==> src/rtl/infer_seq_fix12.sv <==
// infer_seq_fix12: sequences one engine inference per request and reports the argmax class.
// Ports: clk; rst (async, active-low); req_valid/req_ready request handshake;
//   eng_reset/eng_start one-cycle engine pulses, eng_done engine finished level;
//   eng_out_idx/eng_out engine output mux select and same-cycle signed score;
//   res_valid/res_ready result handshake with res_digit, res_score, res_timeout; busy when not IDLE.
// Optional: define INFER_SEQ_TIMEOUT_EN to add a WAIT watchdog of TIMEOUT_CYCLES cycles.
module infer_seq_fix12 #(
  parameter int DATA_WIDTH     = 12,
  parameter int NUM_CLASSES    = 10,
  parameter int TIMEOUT_CYCLES = 65535
) (
  input  logic                         clk,
  input  logic                         rst,
  input  logic                         req_valid,
  output logic                         req_ready,
  output logic                         eng_reset,
  output logic                         eng_start,
  input  logic                         eng_done,
  output logic [3:0]                   eng_out_idx,
  input  logic signed [DATA_WIDTH-1:0] eng_out,
  output logic                         res_valid,
  input  logic                         res_ready,
  output logic [3:0]                   res_digit,
  output logic signed [DATA_WIDTH-1:0] res_score,
  output logic                         res_timeout,
  output logic                         busy
);
  typedef enum logic [2:0] {IDLE, CLEAR, START, WAIT, SCAN, RESP} state_t;
  localparam logic [3:0] LAST = 4'(NUM_CLASSES - 1);
  state_t state, state_nx;
  logic [3:0] idx, best_idx, cand_idx;
  logic signed [DATA_WIDTH-1:0] best_score, cand_score;
  logic take, last, tmo;
  // idx 0 always loads; later entries replace only on a strictly greater score, so ties keep the lowest index
  always_comb begin
    take       = (idx == 4'd0) || (eng_out > best_score);
    cand_score = take ? eng_out : best_score;
    cand_idx   = take ? idx : best_idx;
    last       = idx == LAST;
  end
  always_comb begin
    state_nx = state;
    case (state)
      IDLE:    state_nx = req_valid ? CLEAR : IDLE;
      CLEAR:   state_nx = START;
      START:   state_nx = WAIT;
      WAIT:    state_nx = eng_done ? SCAN : (tmo ? RESP : WAIT);
      SCAN:    state_nx = last ? RESP : SCAN;
      RESP:    state_nx = res_ready ? IDLE : RESP;
      default: state_nx = IDLE;
    endcase
  end
  assign req_ready   = state == IDLE;
  assign eng_reset   = state == CLEAR;
  assign eng_start   = state == START;
  assign eng_out_idx = (state == SCAN) ? idx : 4'd0;
  assign res_valid   = state == RESP;
  assign busy        = state != IDLE;
  always_ff @(posedge clk or negedge rst) begin
    if (!rst) begin
      state      <= IDLE;
      idx        <= '0;
      best_idx   <= '0;
      best_score <= '0;
      res_digit  <= '0;
      res_score  <= '0;
    end else begin
      state <= state_nx;
      idx   <= (state == SCAN && !last) ? idx + 4'd1 : 4'd0;
      if (state == SCAN) begin
        best_idx   <= cand_idx;
        best_score <= cand_score;
      end
      if (state == SCAN && last) begin
        res_digit <= cand_idx;
        res_score <= cand_score;
      end else if (state == WAIT && !eng_done && tmo) begin
        res_digit <= 4'hF;
        res_score <= '0;
      end
    end
  end
`ifdef INFER_SEQ_TIMEOUT_EN
  localparam int TW = $clog2(TIMEOUT_CYCLES + 1);
  logic [TW-1:0] tcnt;
  assign tmo = tcnt == TW'(TIMEOUT_CYCLES - 1);
  always_ff @(posedge clk or negedge rst) begin
    if (!rst) begin
      tcnt        <= '0;
      res_timeout <= 1'b0;
    end else begin
      tcnt <= (state == WAIT) ? tcnt + TW'(1) : '0;
      if (state == SCAN && last) res_timeout <= 1'b0;
      else if (state == WAIT && !eng_done && tmo) res_timeout <= 1'b1;
    end
  end
`else
  assign tmo         = 1'b0;
  assign res_timeout = 1'b0;
`endif
endmodule

==> config.mk <==
export PLATFORM = sky130hd
export DESIGN_NAME = infer_seq_fix12
export DESIGN_NICKNAME = d
export VERILOG_FILES = /design/src/rtl/infer_seq_fix12.sv
export SDC_FILE = /design/constraint.sdc
export NUM_CORES = 1
export LEC_CHECK = 0
export BUFFER_PORTS_ARGS = -buffer_cell sky130_fd_sc_hd__buf_2
export CAP_MARGIN = 20
export CELL_PAD_IN_SITES_DETAIL_PLACEMENT = 2
export CELL_PAD_IN_SITES_GLOBAL_PLACEMENT = 2
export CORE_UTILIZATION = 31
export DETAILED_ROUTE_END_ITERATION = 8
export PLACE_DENSITY = 0.86
export SLEW_MARGIN = 5
export SYNTH_ARGS = -nofsm -noshare
export SYNTH_HDL_FRONTEND = slang
export SYNTH_SLANG_ARGS = --single-unit
==> constraint.sdc <==
create_clock -name clk -period 2.35 [get_ports clk]
set_clock_uncertainty 0.1 [all_clocks]
set_input_delay 0.235 -clock clk [delete_from_list [all_inputs] [get_ports clk]]
set_output_delay 0.235 -clock clk [all_outputs]
set_load 0.01 [all_outputs]
==> impl_metrics.toml, run 1 <==
[job]
maxCapViolations = 0

[logic_synthesis]
synthSimpleGateAreaFrac_pct = 20.2
yosys.area.top_type = "dfrtp_1"
synth_edf_count = 0
synthCells = 228
synth-seq-cells = 39
synth_top_family_by_area = "simple AND/OR/NAND/NOR gates"
synth_area_leaders = "dfrtp_1, ha_1, mux2_4"
synth-xor-area-share_pct = 0.391
synthTopCellsByCount = "dfrtp_1, nor2_1, inv_1, o21ai_0"
yosysWarnings = 0
yosysSeqAreaShare_pct = 43.5
synthMuxAreaShare_pct = 8.87
synth_area_per_cell_um2 = 9.83
synth_nets = 260
async_flop_share_pct = 100
synth_ff_type = "dfrtp_1"
synth_most_common_cell = "dfrtp_1"
synth_fa_ha_area_share_pct = 8.37
yosysTopAreaCellShare_pct = 43.5
syn-cell-area_um2 = 2240
synthDistinctLibCells = 41
synth_compound_area_share_pct = 12.7

[timing]
relSlewSlack_pct = 38.3
fin_crit_ns = 2.48
worst_slack_ns = -0.127
rsz0062_at_grt = "true"
maxSlewViolCount = 0
worst_slew_pin_slew_ns = 0.926
hold_ws_ns = -0.0288
setup_viol = 27
fmax_ghz = 0.404
hold_viol_final = 39
period_share_pct = 105

[global_route]
gr-total-overflow = 0
antenna_found_initial = 0
grt_pass1_wl_mm = 12.3
grt_max_degree = 40
grt.total_usage_pct = 22.1
grt_pass1_vias = 2186

[power_and_ir_drop]
power_density_nw_per_um2 = 930
p_leak_uw = 0.00142
ir_drop_v = 0.000315
total_power_uw = 2890

[route]
vias = 1979
drt_iter0_drc = 83
drtAntennaViolNets = 0
dr.pass1.iters = 4
drc = 0
viasPerCell = 5.13
routedWlPerCell_um = 20.6
finalWirelength_mm = 7.97

[clocking]
clockBufferDepth = 2
cts_inserted_buffers = 5
clkLatencyLatePin_ns = 0.30
cts_tree = "yes"
cts_root_buffer = "clkbuf_8"
clkSinkCount = 39
h-tree-depth = 2
cts.clk_slew.worst_paths_ns = 0.08

[place]
numPortBuffers = 41
dp_hpwl_mm = 4.45
gp_congestion = 0.766
placed_cells = 367
place_ws_ns = -0.187

[floorplanning]
io_pins = 43
chipWidth_um = 87.0
rows = 30
dieHeight_um = 87.0
initial_core_util_pct = 32.5
die_area_um2 = 7580
core_area_um2 = 6910

[status]
status = "finished with violations"
violations = "negative hold slack, negative setup slack"

[critical_path]
regToRegSetupSlack_ns = -0.13
r2r_start = "best_score[11]$_DFFE_PN0N_"
path_class = "reg2reg"
ff2ff_path_depth = 9
worstSetupStartpointType = "register"
setup.worst_path.end_class = "register"
reg2reg_to = "best_score[11]$_DFFE_PN0N_"
crit_fanout = 8
cp.required_ns = 2.43
cp_data_arrival_time_ns = 2.56

[finish]
fin_cells = 386
nNetsFinal = 322
post-route-util_pct = 45.0
drive_above_1_share_pct = 46.2
syn_to_final_growth_pct = 38.6
antenna_cells = 0

[worst_hold_path]
hp-class = "in2async"
[area by class of cell]
type                    instances  area (um2)
fillers                       743        3800
clock inverters                 1        5.00
flip-flops and latches         39         976
well taps                      96         120
inverters                      17        63.8
clock buffers                   6        82.6
multi-input cells             160        1380
repair buffers                 67         478
[power by group]
part | internal, uW | total, uW | switching (uW)
combinational | 762 | 1430 | 668
clock | 231 | 480 | 249
sequential | 817 | 980 | 163
[metal layers]
| metal | routed length (um) | vias to the layer above | GRT usage (%) |
|---|---|---|---|
| li1 | - | 915 | - |
| met1 | 3490 | 1016 | 27.0 |
| met2 | 4160 | 34 | 39.4 |
| met3 | 162 | 14 | 3.70 |
| met4 | 156 | 0 | 7.12 |
| met5 | 0 | - | 0 |
[cells in the final DEF, fill, tap and decap left out, types with 3 or more instances in the layout]
cell,count
a21oi_1,4
a21oi_2,3
a31oi_1,11
and3_1,5
buf_12,3
buf_2,41
buf_4,18
clkbuf_8,6
dfrtp_1,39
ha_1,9
ha_4,6
inv_1,11
inv_2,6
mux2_4,14
nand2_1,14
nor2_1,25
o211ai_1,3
o21ai_0,4
o21ai_1,9
o21ai_2,4
or3_1,3
or3b_4,11
[how the worst max path moves through the flow]
stage	startpoint	to	slack, ns	depth (start not counted)
2_1_floorplan	best_score[5]$_DFFE_PN0N_	best_idx[1]$_DFFE_PN0N_	0.001	10
3_3_place_gp	best_score[5]$_DFFE_PN0N_	best_score[7]$_DFFE_PN0N_	-0.05	9
3_5_place_dp	best_score[5]$_DFFE_PN0N_	best_score[7]$_DFFE_PN0N_	-0.19	9
4_1_cts	best_score[10]$_DFFE_PN0N_	res_score[10]$_DFFE_PN0P_	-0.02	10
5_1_grt	best_score[11]$_DFFE_PN0N_	best_score[4]$_DFFE_PN0N_	-0.17	9
6_report	best_score[11]$_DFFE_PN0N_	best_score[11]$_DFFE_PN0N_	-0.13	9
[critical path, stage by stage (launching register included)]
cell      delay [ns]
dfrtp_1         0.40
inv_1           0.10
ha_4            0.28
and4_4          0.23
nand4_4         0.10
a21oi_4         0.18
nor4bb_4        0.08
or3_4           0.43
buf_12          0.17
mux2_4          0.30
[state kept, by name (all words and copies together), names as in the netlist]
register and flops:
best_idx 4, best_score 12, idx 4, res_digit 4, res_score 12, state 3
[through the flow]
stage	setup TNS, ns	cell area [um2]
2_1_floorplan	0	2280
3_3_place_gp	-0.417	2650
3_5_place_dp	-2.31	2650
4_1_cts	-0.137	2980
5_1_grt	-3.59	3110
6_report	-1.83	3110
[timing repair]
action / in CTS / in global routing
pin swaps: 19 / 36
hold endpoints to repair: 0 / 0
gates cloned: 1 / 1
hold buffers: 0 / 0
gates resized for setup: 38 / 35
setup buffers: 7 / 4
endpoints found under the setup margin: 20 / 32
[cell families after synthesis]
kind of cell / Yosys count
buf+inv: 29
compound gates: 47
fa+ha+maj: 15
flops: 39
mux: 15
other cells: 1
simple gates: 81
xor+xnor: 1
Note: power is estimated with default switching activity, not from simulation.
==> run 2: changes to the inputs <==
--- a/config.mk
+++ b/config.mk
@@ -5,7 +5,7 @@
 export SDC_FILE = /design/constraint.sdc
 export NUM_CORES = 1
 export LEC_CHECK = 0
-export BUFFER_PORTS_ARGS = -buffer_cell sky130_fd_sc_hd__buf_2
+export BUFFER_PORTS_ARGS = -buffer_cell sky130_fd_sc_hd__buf_4
 export CAP_MARGIN = 20
 export CELL_PAD_IN_SITES_DETAIL_PLACEMENT = 2
 export CELL_PAD_IN_SITES_GLOBAL_PLACEMENT = 2
==> impl_metrics.toml, run 2 (same netlist as run 1, synthesis figures left out) <==
[status]
status = "finished with violations"
violations = "negative setup slack"

[clocking]
cts_tree = "yes"
h-tree-depth = 2
cts_inserted_buffers = 5
clockBufferDepth = 2
clkLatencyLatePin_ns = 0.32
clkSinkCount = 39
cts_root_buffer = "clkbuf_8"
cts.clk_slew.worst_paths_ns = 0.10

[critical_path]
crit_family = "simple AND/OR/NAND/NOR gates"
setup.worst_path.end_class = "register"
cp_data_arrival_time_ns = 2.69
cp.required_ns = 2.45
cp_slowest_cell = "dfrtp_1"
cp_cell_sequence = "inv_2, ha_4, and2_4, a221o_1, nand2_2, nor4bb_4, or3_4, buf_8, mux2_4"
path_class = "reg2reg"
worstSetupStartpointType = "register"
critical_path_buf_inv_count = 2
crit_fanout = 7
cp_slowest_stage_delay_ns = 0.41

[place]
gp_congestion = 0.730
place_ws_ns = -0.160
dpl_cell_area_um2 = 2740
dp_hpwl_mm = 4.42
numPortBuffers = 41

[floorplanning]
rows = 30
core_area_um2 = 6910
die_area_um2 = 7580
io_pins = 43
dieHeight_um = 87.0
chipWidth_um = 87.0
initial_core_util_pct = 32.5

[timing]
fmax_ghz = 0.385
period_share_pct = 111
finalSetupTns_ns = -5.31
relSlewSlack_pct = 65.5
setup_viol = 32
maxSlewViolCount = 0
fin_crit_ns = 2.60
rsz0062_at_grt = "true"
hold_viol_final = 0
worst_slack_ns = -0.249
worst_slew_pin_slew_ns = 0.517

[route]
drtAntennaViolNets = 0
drc = 0
drt_iter0_drc = 79
vias = 2020
dr.pass1.iters = 4
viasPerCell = 5.18
routedWlPerCell_um = 22.6
finalWirelength_mm = 8.83

[power_and_ir_drop]
power_density_nw_per_um2 = 960
p_leak_uw = 0.00147
ir_drop_v = 0.000378

[job]
maxCapViolations = 0

[global_route]
gr-total-overflow = 0
grt_pass1_wl_mm = 12.2
grt.total_usage_pct = 21.8
grt_pass1_vias = 2170
grt_max_degree = 40
antenna_found_initial = 0

[finish]
top_regs = "best_score x12, res_score x12"
drive_above_1_share_pct = 46.6
layout_commonest_cell = "buf_4"
most-common-layout-cells = "buf_4, dfrtp_1, nor2_1"
antenna_cells = 0
design_area_um2 = 3230
syn_to_final_growth_pct = 44.2
post-route-util_pct = 46.8
nNetsFinal = 325

[worst_hold_path]
hp-class = "in2reg"
==> run 2: cell types whose count changed in the layout (fill, tap and decap cells not counted), sizes merged <==
cell	before	now
bufinv	0	1
dlygate4sd3	0	1
buf	66	68
==> run 2: power by group <==
part | switching, uW | total (uW) | internal, uW | leakage (uW)
clock network | 285 | 630 | 344 | 0.0000612
logic | 686 | 1480 | 793 | 0.000974
registers | 180 | 996 | 816 | 0.000436
==> run 2: repair_timing <==
item,4_1_cts,5_1_grt
endpoints found under the setup margin,28,32
resized for setup,16,36
hold endpoints to repair,39,0
gates cloned,0,2
pin swaps,5,16
buffers inserted,9,5
hold buffers,1,0
==> run 2: worst paths after layout <==
check	to	startpoint	cells past startpoint	slack, ns
setup reg to reg	best_score[5]$_DFFE_PN0N_	best_score[7]$_DFFE_PN0N_	9	-0.25
hold reg to reg	res_score[0]$_DFFE_PN0P_	res_score[0]$_DFFE_PN0P_	2	0.43
setup / recovery	best_score[5]$_DFFE_PN0N_	best_score[7]$_DFFE_PN0N_	9	-0.25
max in group asynchronous	idx[2]$_DFF_PN0_	rst	2	1.44
hold / removal	state[0]$_DFF_PN0_	res_ready	2	0.03
min in group asynchronous	res_score[6]$_DFFE_PN0P_	rst	2	0.34
==> run 2: worst register-to-register path, cell delays in order, from the launching register on <==
cell      delay [ns]
dfrtp_1         0.41
inv_2           0.08
ha_4            0.19
and2_4          0.17
a221o_1         0.33
nand2_2         0.09
nor4bb_4        0.39
or3_4           0.23
buf_8           0.15
mux2_4          0.32
==> run 2: final cells by class <==
cell class                 count  area, um2
inverter                      17       63.8
timing repair buffer          70        589
clock buffer                   6       82.6
sequential                    39        976
clock inverter                 2       35.0
multi-input combinational    160       1370
tap                           96        120
fill                         733       3670
==> run 2: through the flow <==
step           total power, uW  instances  hold WS [ns]
3_5_place_dp              1970        366         0.156
2_1_floorplan             1590        228        -0.161
5_1_grt                   3260        390        0.0539
3_3_place_gp              1880        366         0.145
4_1_cts                   2800        384        0.0299
6_report                  3100        390        0.0253
==> run 2: per-layer routing <==
metal | up-vias | GRT usage (%) | wire length [um]
met4 | 0 | 10.5 | 430
met1 | 1009 | 25.0 | 3490
met5 | - | 0 | 0
met3 | 32 | 3.79 | 310
li1 | 921 | - | -
met2 | 58 | 38.9 | 4600
